`src/rtl/screen_fade_ctrl_pkg.sv`:
```
// ============================================================================
// screen_pkg : screen ids, fade FSM states and brightness limits
// Rev 1.0
// ============================================================================
`default_nettype none

package screen_pkg;

    typedef enum logic [2:0] {
        SCR_TITLE  = 3'd0,
        SCR_MENU   = 3'd1,
        SCR_LEVEL1 = 3'd2,
        SCR_LEVEL2 = 3'd3,
        SCR_LEVEL3 = 3'd4,
        SCR_FINISH = 3'd5
    } screen_t;

    typedef enum logic [2:0] {
        ST_IDLE     = 3'd0,
        ST_FADE_OUT = 3'd1,
        ST_HOLD     = 3'd2,
        ST_SWAP     = 3'd3,
        ST_FADE_IN  = 3'd4
    } fade_state_t;

    localparam logic [4:0] LEVEL_MAX = 5'd16;

endpackage

`default_nettype wire

```
`src/rtl/screen_fade_ctrl_if.sv`:
```
// ============================================================================
// screen_fade_ctrl_if : request handshake, status and pixel path bundle
// Rev 1.0
// ============================================================================
`default_nettype none

interface screen_fade_ctrl_if;
    import screen_pkg::*;

    logic        frame_start;
    logic        req_valid;
    screen_t     req_screen;
    logic        req_ready;
    logic        busy;
    logic        done;
    logic        swap;
    screen_t     screen_sel;
    logic        pix_de_in;
    logic [11:0] rgb_in;
    logic        pix_de_out;
    logic [11:0] rgb_out;

    modport master (
        output frame_start, req_valid, req_screen, pix_de_in, rgb_in,
        input  req_ready, busy, done, swap, screen_sel, pix_de_out, rgb_out
    );

    modport slave (
        input  frame_start, req_valid, req_screen, pix_de_in, rgb_in,
        output req_ready, busy, done, swap, screen_sel, pix_de_out, rgb_out
    );

endinterface

`default_nettype wire

```
`src/rtl/screen_fade_ctrl_rgb_scale.sv`:
```
// ============================================================================
// rgb_scale : combinational per-channel (in*level)>>4 on 4:4:4 RGB
// Rev 1.0
// ============================================================================
`default_nettype none

module rgb_scale (
    input  wire logic [11:0] i_rgb,
    input  wire logic [4:0]  i_level,
    output logic      [11:0] o_rgb
);

    for (genvar g = 0; g < 3; g++) begin : g_ch
        logic [7:0] w_prod;
        // 15*16 = 240 fits in 8 bits, so no overflow before the shift
        assign w_prod               = {4'd0, i_rgb[g*4 +: 4]} * {3'd0, i_level};
        assign o_rgb[g*4 +: 4]      = w_prod[7:4];
    end

endmodule

`default_nettype wire

```
`src/rtl/screen_fade_ctrl.sv`:
```
// ============================================================================
// screen_fade_ctrl : fade-out / screen swap / fade-in sequencer with RGB scaling
// Optional macro FADE_HOLD_BLACK_EN : hold at black for HOLD_FRAMES frames
// Rev 1.0
// ============================================================================
`default_nettype none

module screen_fade_ctrl
    import screen_pkg::*;
#(
    parameter int      FRAMES_PER_STEP = 2,
    parameter screen_t INIT_SCREEN     = SCR_TITLE,
    parameter int      HOLD_FRAMES     = 8
) (
    input wire logic          Clk,
    input wire logic          Reset_n,
    screen_fade_ctrl_if.slave bus
);

    localparam logic [7:0] c_STEP_LAST = 8'(FRAMES_PER_STEP - 1);

    fade_state_t r_state,      w_state_nxt;
    logic [4:0]  r_level,      w_level_nxt;
    logic [7:0]  r_step_cnt,   w_step_nxt;
    screen_t     r_target,     w_target_nxt;
    screen_t     r_screen_sel, w_sel_nxt;
    logic        r_done,       w_done_nxt;
    logic        r_swap,       w_swap_nxt;
    logic [11:0] r_rgb;
    logic        r_de;
    logic [11:0] w_scaled;
    logic        w_step_last;

`ifdef FADE_HOLD_BLACK_EN
    localparam logic [7:0] c_HOLD_LAST = 8'(HOLD_FRAMES - 1);
    logic [7:0]  r_hold_cnt,   w_hold_nxt;
`else
    wire logic [7:0] w_unused_hold = 8'(HOLD_FRAMES);
`endif

    assign w_step_last = (r_step_cnt == c_STEP_LAST);

    always_ff @(posedge Clk or negedge Reset_n) begin
        if (!Reset_n) begin
            r_state      <= ST_IDLE;
            r_level      <= LEVEL_MAX;
            r_step_cnt   <= 8'd0;
            r_target     <= INIT_SCREEN;
            r_screen_sel <= INIT_SCREEN;
            r_done       <= 1'b0;
            r_swap       <= 1'b0;
`ifdef FADE_HOLD_BLACK_EN
            r_hold_cnt   <= 8'd0;
`endif
        end else begin
            r_state      <= w_state_nxt;
            r_level      <= w_level_nxt;
            r_step_cnt   <= w_step_nxt;
            r_target     <= w_target_nxt;
            r_screen_sel <= w_sel_nxt;
            r_done       <= w_done_nxt;
            r_swap       <= w_swap_nxt;
`ifdef FADE_HOLD_BLACK_EN
            r_hold_cnt   <= w_hold_nxt;
`endif
        end
    end

    always_comb begin
        w_state_nxt  = r_state;
        w_level_nxt  = r_level;
        w_step_nxt   = r_step_cnt;
        w_target_nxt = r_target;
        w_sel_nxt    = r_screen_sel;
        w_done_nxt   = 1'b0;
        w_swap_nxt   = 1'b0;
`ifdef FADE_HOLD_BLACK_EN
        w_hold_nxt   = r_hold_cnt;
`endif
        case (r_state)
            ST_IDLE: begin
                // frame_start is deliberately not looked at here
                if (bus.req_valid) begin
                    w_target_nxt = bus.req_screen;
                    if (bus.req_screen == r_screen_sel) begin
                        w_done_nxt = 1'b1;
                    end else begin
                        w_state_nxt = ST_FADE_OUT;
                        w_step_nxt  = 8'd0;
                    end
                end
            end
            ST_FADE_OUT: begin
                if (bus.frame_start) begin
                    if (w_step_last) begin
                        w_step_nxt  = 8'd0;
                        w_level_nxt = r_level - 5'd1;
                        if (r_level == 5'd1) begin
                            w_state_nxt = ST_HOLD;
`ifdef FADE_HOLD_BLACK_EN
                            w_hold_nxt  = 8'd0;
`endif
                        end
                    end else begin
                        w_step_nxt = r_step_cnt + 8'd1;
                    end
                end
            end
            ST_HOLD: begin
`ifdef FADE_HOLD_BLACK_EN
                if (bus.frame_start) begin
                    if (r_hold_cnt == c_HOLD_LAST) begin
                        w_state_nxt = ST_SWAP;
                    end else begin
                        w_hold_nxt = r_hold_cnt + 8'd1;
                    end
                end
`else
                w_state_nxt = ST_SWAP;
`endif
            end
            ST_SWAP: begin
                w_sel_nxt   = r_target;
                w_swap_nxt  = 1'b1;
                w_step_nxt  = 8'd0;
                w_state_nxt = ST_FADE_IN;
            end
            ST_FADE_IN: begin
                if (bus.frame_start) begin
                    if (w_step_last) begin
                        w_step_nxt  = 8'd0;
                        w_level_nxt = r_level + 5'd1;
                        if (r_level == LEVEL_MAX - 5'd1) begin
                            w_state_nxt = ST_IDLE;
                            w_done_nxt  = 1'b1;
                        end
                    end else begin
                        w_step_nxt = r_step_cnt + 8'd1;
                    end
                end
            end
            default: begin
                w_state_nxt = ST_IDLE;
            end
        endcase
    end

    rgb_scale u_rgb_scale (
        .i_rgb   (bus.rgb_in),
        .i_level (r_level),
        .o_rgb   (w_scaled)
    );

    // Pixel path is independent of the FSM: one register stage in every state
    always_ff @(posedge Clk or negedge Reset_n) begin
        if (!Reset_n) begin
            r_rgb <= 12'h000;
            r_de  <= 1'b0;
        end else begin
            r_rgb <= bus.pix_de_in ? w_scaled : 12'h000;
            r_de  <= bus.pix_de_in;
        end
    end

    assign bus.req_ready  = (r_state == ST_IDLE);
    assign bus.busy       = (r_state != ST_IDLE);
    assign bus.done       = r_done;
    assign bus.swap       = r_swap;
    assign bus.screen_sel = r_screen_sel;
    assign bus.rgb_out    = r_rgb;
    assign bus.pix_de_out = r_de;

endmodule

`default_nettype wire

```
`src/flat_wrapper.sv`:
```
// flat-port wrapper written by rule: the top's interface ports become plain ports
module screen_fade_ctrl_flat import screen_pkg::*;
#(
    parameter int      FRAMES_PER_STEP = 2,
    parameter screen_t INIT_SCREEN     = SCR_TITLE,
    parameter int      HOLD_FRAMES     = 8
)
  (Clk, Reset_n, bus_frame_start, bus_req_valid, bus_req_screen, bus_pix_de_in, bus_rgb_in, bus_req_ready, bus_busy, bus_done, bus_swap, bus_screen_sel, bus_pix_de_out, bus_rgb_out);
  screen_fade_ctrl_if bus_i ();
  input wire logic Clk;
  input wire logic Reset_n;
  input wire logic [$bits(bus_i.frame_start)-1:0] bus_frame_start;
  input wire logic [$bits(bus_i.req_valid)-1:0] bus_req_valid;
  input wire logic [$bits(bus_i.req_screen)-1:0] bus_req_screen;
  input wire logic [$bits(bus_i.pix_de_in)-1:0] bus_pix_de_in;
  input wire logic [$bits(bus_i.rgb_in)-1:0] bus_rgb_in;
  output wire logic [$bits(bus_i.req_ready)-1:0] bus_req_ready;
  output wire logic [$bits(bus_i.busy)-1:0] bus_busy;
  output wire logic [$bits(bus_i.done)-1:0] bus_done;
  output wire logic [$bits(bus_i.swap)-1:0] bus_swap;
  output wire logic [$bits(bus_i.screen_sel)-1:0] bus_screen_sel;
  output wire logic [$bits(bus_i.pix_de_out)-1:0] bus_pix_de_out;
  output wire logic [$bits(bus_i.rgb_out)-1:0] bus_rgb_out;
  assign bus_i.frame_start = bus_frame_start;
  assign bus_i.req_valid = bus_req_valid;
  assign bus_i.req_screen = bus_req_screen;
  assign bus_i.pix_de_in = bus_pix_de_in;
  assign bus_i.rgb_in = bus_rgb_in;
  assign bus_req_ready = bus_i.req_ready;
  assign bus_busy = bus_i.busy;
  assign bus_done = bus_i.done;
  assign bus_swap = bus_i.swap;
  assign bus_screen_sel = bus_i.screen_sel;
  assign bus_pix_de_out = bus_i.pix_de_out;
  assign bus_rgb_out = bus_i.rgb_out;
  screen_fade_ctrl #(.FRAMES_PER_STEP(FRAMES_PER_STEP), .INIT_SCREEN(INIT_SCREEN), .HOLD_FRAMES(HOLD_FRAMES)) u_core (.Clk(Clk), .Reset_n(Reset_n), .bus(bus_i));
endmodule
```
`config.mk`:
```
export PLATFORM = sky130hd
export DESIGN_NAME = screen_fade_ctrl_flat
export DESIGN_NICKNAME = d
export VERILOG_FILES = /design/src/rtl/screen_fade_ctrl_pkg.sv /design/src/rtl/screen_fade_ctrl_if.sv /design/src/rtl/screen_fade_ctrl_rgb_scale.sv /design/src/rtl/screen_fade_ctrl.sv /design/src/flat_wrapper.sv
export SDC_FILE = /design/constraint.sdc
export NUM_CORES = 1
export LEC_CHECK = 0
export CORE_MARGIN = 2
export CORE_UTILIZATION = 61
export DETAILED_ROUTE_END_ITERATION = 16
export MAX_ROUTING_LAYER = met4
export PLACE_DENSITY_LB_ADDON = 0.25
export SYNTH_ARGS = -nofsm -noshare
export SYNTH_HDL_FRONTEND = slang
export SYNTH_SLANG_ARGS = --single-unit
```
`constraint.sdc`:
```
create_clock -name Clk -period 7.4 [get_ports Clk]
set_input_delay 1.11 -clock Clk [delete_from_list [all_inputs] [get_ports Clk]]
set_output_delay 1.11 -clock Clk [all_outputs]
set_load 0.02 [all_outputs]
```
==> qor.yml, run 1 <==
outcome: "finished clean"
io_buffers: 39
routed_wl_um: 6610
cts_tree: "done"
critPathLaunch: "bus_rgb_in[2]"
worstMarginPinSlew_ns: 0.819
timing.final.ws_setup_ns: 3.32
clockRootBuffer: "clkbuf_8"
start_util: 0.624
synth-seq-cells: 37
cap_violations: 0
cpLargestDelayFamily: "adder cells"
crit_type: "in -> reg"
endpoint_kind: "flop"
rrSetupSlack_ns: 3.95
period_minus_slack_ns: 4.08
grt_pass1_wl_um: 11200
track_usage: 0.269
n_antenna_cell: 0
seqPwrFrac: 0.421
worstPathCellList: "clkdlybuf4s50_1 > and2_1 > fa_1 > inv_1 > fa_1 > inv_1 > ha_1 > nand3_1 > o2111ai_1 > a2111oi_0 > o21bai_1"
cp_max_fo: 5
setup_viol: 0
worst_hold_path.endpoint: "u_core.bus.screen_sel[0]"
rows: 26
slew_violations: 0
grt_max_degree: 38
synth_top_area_cell: "dfrtp_1"
hp-class: "reg -> reg"
cts_resized: 0
clk_latency_ns: 0.29
crit_required_ns: 7.62
synth_cells: 331
clk_pin_slew_ns: 0.07
clock_sinks: 37
ys_seq_area_frac: 0.297
cts_max_level: 2
wire_per_inst_um: 15.0
synth_edf_count: 0
cts_hold_buf: 0
critPathSlowestCell: "a2111oi_0"
period_share: 0.551
drc: 0
ios: 40
area_growth_syn_to_layout_pct: 17.7
yosys_warnings: 0
regToRegEndpoint: "u_core.bus.rgb_out[3]"
max_stage_delay_ns: 0.53
overflow: 0
placed_area_um2: 3560
syn_area_um2: 3130
avgSynthCellArea_um2: 9.44
synthArstFlopShare: 1.00
reg2reg_depth: 10
pre_cts_ws_ns: 3.02
ys.flop_type: "dfrtp_1"
critical_path_buf_inv_count: 3
fin_area_um2: 3680
hp-start: "u_core.r_target[0]"
switching_share: 0.333
relSlewSlack: 0.454
start_kind: "input pin"
first_global_vias: 2534
hold_viol: 0
leakagePower_nw: 1.72
drive_above_1_share: 0.0757
route.detailed.vias_per_inst: 5.69
power_per_cell_area_nw_per_um2: 177
netlist_top_cells_area: "dfrtp_1 (29%), ha_1 (13%), fa_1 (9.6%), and2_1 (6.6%), nand2_1 (4.3%)"
crit_arrival_ns: 4.30
ys_types: 49
drtIter0Drc: 88
p_int_mw: 0.435
die_h_um: 75.6
post-route-util: 0.734
synth.top_cells.by_count: "dfrtp_1 (36), nand2_1 (36), and2_1 (33), ha_1 (33), inv_1 (30)"
setup-tns-final_ns: 0
clk_path_buf_depth: 2
r2r_start: "u_core.r_level[1]"
rsz0062_at_grt: "false"
syn_nets: 399
power.share.clock: 0.279
ir_worst_vdd_v: 0.000104
min_path_cells: 1
holdWs_ns: 0.512
dieArea_um2: 5710
dp.cells: 432
switchingPower_mw: 0.217
post-cts-setup-buffers: 0
cts_buffers: 5
firstDrtPassIters: 4
timing.fmax_mhz: 245
fin_cells: 440
combPwrFrac: 0.300
final_nets: 437
total_power_mw: 0.651
place_congestion: 0.919
final_antenna_net_count: 0
antenna_found_initial: 0
core_um2: 5010
synth_top_area_frac: 0.288
hpwl_um: 5110
die_x_um: 75.6
skew_ns: 0.00292
num_vias: 2502
-- cells by family after synthesis --
kind of cell | after synthesis | synth area share
compound gates | 50 | 0.124
xor+xnor | 17 | 0.0476
fa+ha+maj | 48 | 0.228
buf+inv | 39 | 0.0500
flops | 37 | 0.297
mux | 8 | 0.0280
simple gates | 132 | 0.226
-- cells in the final DEF (no fill, tap or decap), drive strengths merged, types with 5 or more instances in the layout --
| master | n |
|---|---|
| a21oi | 9 |
| and2 | 33 |
| clkbuf | 7 |
| clkdlybuf4s50 | 38 |
| dfrtp | 36 |
| fa | 15 |
| ha | 33 |
| inv | 30 |
| mux2 | 6 |
| nand2 | 36 |
| nand3 | 17 |
| nand4 | 8 |
| nor2 | 7 |
| nor3 | 6 |
| o211ai | 7 |
| o21bai | 6 |
| or2 | 5 |
| or3 | 5 |
| xnor2 | 13 |
-- area by class of cell --
class | instances | area, um^2
Multi-Input combinational cell | 255 | 2040
Sequential cell | 37 | 927
Clock inverter | 1 | 30.0
Tap cell | 70 | 87.6
Inverter | 30 | 113
Timing Repair Buffer | 40 | 393
Clock buffer | 7 | 86.3
Fill cell | 397 | 1330
-- how the worst max path moves through the flow --
stage,endpoint,depth (start not counted)
after floorplan,u_core.bus.rgb_out[3],10
after global placement,u_core.bus.rgb_out[3],11
after detailed placement,u_core.bus.rgb_out[3],11
after CTS,u_core.bus.rgb_out[3],11
after global routing,u_core.bus.rgb_out[3],11
final,u_core.bus.rgb_out[3],11
-- power groups by stage --
stage	Combinational, mW	Sequential (mW)	Clock (mW)
final	0.195	0.274	0.182
after global routing	0.222	0.279	0.192
after CTS	0.197	0.273	0.184
after detailed placement	0.197	0.277	0
after global placement	0.185	0.275	0
after floorplan	0.137	0.268	0
-- metal layers --
metal,global-route usage,wire length (um),vias up
li1,-,-,1220
met1,0.300,2790,1210
met3,0.0450,193,22
met4,0.135,224,0
met5,-,0,-
met2,0.465,3400,50
-- state kept, by name, indices dropped and copies added, names as in the netlist --
name and count:
u_core.r_level 5, u_core.bus.done 1, u_core.r_target 3, u_core.bus.rgb_out 12, u_core.bus.screen_sel 3, u_core.r_step_cnt 8, u_core.r_state 3, u_core.bus.swap 1
u_core.bus.pix_de_out 1
Power figures use the tool's default switching activity.
==> run 2, diff against run 1 <==
Settings changed: CORE_UTILIZATION 61 to 56.
Clock period 7.4 ns to 4.05 ns, I/O delays scaled along.
==> qor.yml, run 2 (synthesis results as in run 1) <==
setup-tns-final_ns: 0
period_minus_slack_ns: 3.44
worstMarginPinSlew_ns: 0.830
grt_pass1_wl_um: 11100
slew_violations: 0
clock_sinks: 37
route.detailed.vias_per_inst: 5.59
cts_max_level: 2
post-cts-setup-buffers: 0
grt_max_degree: 38
place_congestion: 0.888
outcome: "finished clean"
timing.fmax_mhz: 291
fill_cells: 439
crit_type: "in -> reg"
io_buffers: 39
largest_reg_flops: 12
cts_resized: 0
num_vias: 2481
total_power_mw: 1.25
hp-class: "in -> async"
final_nets: 439
final_antenna_net_count: 0
multiInputGateArea_um2: 2040
cap_violations: 0
area_growth_syn_to_layout_pct: 18.9
fin_cells: 444
layout_commonest_cell: "clkdlybuf4s50_1"
setup_viol: 0
clockRootBuffer: "clkbuf_8"
ios: 40
hold_viol: 0
track_usage: 0.232
drtIter0Drc: 62
hpwl_um: 4950
clk_path_buf_depth: 2
cp_max_fo: 5
fin_area_um2: 3720
dieArea_um2: 6190
rows: 27
start_kind: "input pin"
post-route-util: 0.683
drc: 0
cts_buffers: 5
period_share: 0.849
first_global_vias: 2520
wire_per_inst_um: 14.3
crit_arrival_ns: 3.66
rsz0062_at_grt: "false"
die_x_um: 78.7
routed_wl_um: 6350
endpoint_kind: "flop"
clk_pin_slew_ns: 0.09
regArea_um2: 927
power_per_cell_area_nw_per_um2: 336
placed_area_um2: 3580
n_antenna_cell: 0
die_h_um: 78.7
overflow: 0
cts_hold_buf: 0
cts_tree: "done"
skew_ns: 0.00944
layout_common_cells: "clkdlybuf4s50_1 (38), nand2_1 (36), dfrtp_1 (36)"
crit_required_ns: 4.27
core_um2: 5440
antenna_found_initial: 0
clk_latency_ns: 0.30
leakagePower_nw: 1.74
firstDrtPassIters: 4
relSlewSlack: 0.447
dp.cells: 436
ir_worst_vdd_v: 0.000208
start_util: 0.575
drive_above_1_share: 0.0833
[run 2: cell types whose count changed in the layout (fill, tap and decap cells not counted)]
cell | before | now
clkbuf_8 | 6 | 5
inv_6 | 0 | 1
buf_4 | 1 | 3
clkbuf_1 | 1 | 0
bufinv_16 | 1 | 2
[run 2: path summary, 6_finish.rpt]
path                                    start               endpoint  slack [ns]  cells past startpoint
setup reg to reg            u_core.r_level[0]  u_core.bus.rgb_out[3]        0.75                      9
min in group Clk           u_core.r_target[2]     u_core.r_target[2]        0.51                      1
setup / recovery                bus_rgb_in[7]  u_core.bus.rgb_out[7]        0.61                     11
hold reg to reg            u_core.r_target[2]     u_core.r_target[2]        0.51                      1
hold / removal                        Reset_n     u_core.r_target[0]        0.40                      1
max in group asynchronous             Reset_n   u_core.r_step_cnt[0]        3.12                      1
[run 2: routing by layer]
metal | share of wire | track usage | vias up
li1 | - | - | 1232
met1 | 0.44 | 0.268 | 1199
met2 | 0.52 | 0.422 | 40
met3 | 0.025 | 0.0250 | 10
met4 | 0.016 | 0.0737 | 0
met5 | 0 | - | -
[run 2: layout make-up]
class,instances,share of cell area
multi-input combinational,255,0.549
sequential,37,0.249
tap,72,0.0242
inverter,30,0.0303
clock buffer,5,0.0185
clock inverter,3,0.0185
timing repair buffer,42,0.110
[run 2: critical path, cell delays in order]
cell,delay (ns)
clkdlybuf4s50_1,0.45
and2_1,0.20
fa_1,0.54
inv_1,0.06
fa_1,0.53
inv_1,0.04
ha_1,0.34
nand4_1,0.13
o2111ai_1,0.18
a2111oi_0,0.42
o21bai_1,0.16
[run 2: power by group]
part | internal, mW | switching, mW | total [mW] | leakage, nW
clock | 0.248 | 0.146 | 0.394 | 0.0687
combinational | 0.167 | 0.188 | 0.355 | 1.21
sequential | 0.426 | 0.0734 | 0.499 | 0.468
[run 2: stage by stage]
stage / hold slack [ns] / setup slack, ns
3_5_place_dp: 0.496 / 0.298
5_1_grt: 0.474 / 0.400
4_1_cts: 0.436 / 0.610
6_report: 0.398 / 0.612
2_1_floorplan: 0.312 / 0.942
3_3_place_gp: 0.484 / 0.411
==> RTL edit (settings of run 1) <==
Re-encode `fade_state_t` (5 states) as one-hot, 5 bits wide.
--- a/src/rtl/screen_fade_ctrl_pkg.sv
+++ b/src/rtl/screen_fade_ctrl_pkg.sv
@@ -16,10 +16,10 @@
     } screen_t;
 
-    typedef enum logic [2:0] {
-        ST_IDLE     = 3'd0,
-        ST_FADE_OUT = 3'd1,
-        ST_HOLD     = 3'd2,
-        ST_SWAP     = 3'd3,
-        ST_FADE_IN  = 3'd4
+    typedef enum logic [4:0] {
+        ST_IDLE     = 5'b00001,
+        ST_FADE_OUT = 5'b00010,
+        ST_HOLD     = 5'b00100,
+        ST_SWAP     = 5'b01000,
+        ST_FADE_IN  = 5'b10000
     } fade_state_t;
 
Function: no difference found for any inputs over 10 cycles, from zero or initial values and one cycle with Reset_n low; not proved beyond that.
==> RTL edit against run 1 <==
Clock skew increased by 0.0060 ns. Design area fell by 0.20%. Setup slack better by 0.019 ns. Synthesized area up 2.1%. Sequential cell count is 2 higher. Wire length is 5.5% lower. Critical endpoint is now u_core.bus.rgb_out[2]$_DFF_PN0_. Highest routed layer unchanged.
Power is not compared: it rests on default switching activity, and its combinational part moved more than twofold at a synthesized area within 25%.
==> RTL edit: results (changes against run 1) <==
## Worst setup path
- cell with the biggest individual delay on the critical path: fa_1, was a2111oi_0
- data arrival at the endpoint of the critical path: 4.24 ns, was 4.30 ns
- reg2reg setup slack: 3.98 ns, was 3.95 ns

## GRT
- GR Util All Layers: 0.243, was 0.269
- met2 capacity usage during global routing: 0.437, was 0.465
- grt met3 use: 0.0355, was 0.0450
- pin count of the biggest net entering global routing: 40, was 38
- number of global-route vias before repair: 2,490, was 2,534
- met1 routing resource usage after global routing: 0.273, was 0.300
- wire length of the first global-routing pass: 11,100 um, was 11,200 um

## Route
- Detail Route met3 WL: 164 um, was 193 um
- average vias per placed instance: 5.75, was 5.69
- routed wl met2: 3330 um, was 3400 um
- Wirelength per Cell: 14.6 um, was 15.0 um
- iteration-0 DRC count of the detailed router: 119, was 88
- Metal-1 WL: 2600 um, was 2790 um
- detailed-router iteration count before antenna repair: 4, unchanged

## Clocking
- maximum clock path buffer count: 2, unchanged
- buffer cell driving the clock tree root: clkbuf_8, unchanged
- clock-pin slew reported for the worst setup and hold paths after clock tree synthesis: 0.08 ns

## Synthesis
- cell types occupying the most area after synthesis: dfrtp_1, ha_1, fa_1, and2_1, xnor2_1, was dfrtp_1, ha_1, fa_1, and2_1, nand2_1
- cell area after synthesis: 3190 um^2, was 3130 um^2
- Post-Synthesis Net Count: 394, was 399
- number of distinct library cell variants in the gate-level netlist after synthesis: 46, was 49
- sequential element share of the synthesized area: 0.307, was 0.297
- top cells by count, synth: and2_1, dfrtp_1, ha_1, nand2_1, inv_1, was dfrtp_1, nand2_1, and2_1, ha_1, inv_1

## Cells and area
- number of diodes: 0, unchanged
- layout cell share with drive strength beyond 1: 0.0670, was 0.0757
- number of nets in the layout: 425, was 437
- number of flip-flops under the largest register name: 12, unchanged

## Power and ir drop
- fraction of power consumed by the clock network: 0.123

## STA
- worst clock skew on the final layout: 0.00890 ns, was 0.00292 ns
- transition time of the tightest slew-check pin: 0.858 ns, was 0.819 ns

## Place
- last weighted congestion value of the routability-driven placer: 0.813, was 0.919
- final HPWL from detailed placement: 4700 um, was 5110 um

## Status
- outcome: completed, unchanged

[RTL edit: cell families (layout without fill, tap and decap cells)]
logic type               Yosys count  after routing  synth area share
XOR/XNOR                          24             24            0.0659
AO/OA/AOI/OAI                     51             51             0.111
flip-flops                        39             39             0.307
buffers and inverters             37             69            0.0506
multiplexers                       8              8            0.0278
adder cells (fa/ha/maj)           48             48             0.223
AND/OR/NAND/NOR                  119            119             0.215
[RTL edit: through the flow]
stage               setup WS [ns]  cell area (um^2)  hold slack [ns]  power, mW  std cells
detailed placement           3.04              3590            0.493       1.01        420
global route                 3.18              3670            0.520       1.27        428
finish                       3.34              3670            0.497       1.15        428
global placement             3.14              3590            0.479      0.987        420
floorplan                    3.66              3190            0.453      0.843        326
CTS                          3.35              3670            0.505       1.16        428
[RTL edit: worst paths after layout]
check,from,endpoint,depth (start not counted)
max in group asynchronous,Reset_n,u_core.r_step_cnt[6]$_DFFE_PN0P_,1
setup / recovery,bus_rgb_in[3],u_core.bus.rgb_out[2]$_DFF_PN0_,12
min in group asynchronous,Reset_n,u_core.bus.swap$_DFF_PN0_,1
hold / removal,u_core.r_target[0]$_DFFE_PN0P_,u_core.bus.screen_sel[0]$_DFFE_PN0P_,1
setup reg to reg,u_core.r_level[1]$_DFFE_PN0P_,u_core.bus.rgb_out[2]$_DFF_PN0_,11
hold reg to reg,u_core.r_target[0]$_DFFE_PN0P_,u_core.bus.screen_sel[0]$_DFFE_PN0P_,1
[RTL edit: cell type report]
type                       count  area, um^2
multi-input combinational    250        2050
fill                         397        1400
clock inverter                 2        12.5
inverter                      22        82.6
sequential                    39         978
tap                           70        87.6
timing repair buffer          39         385
clock buffer                   6        72.6
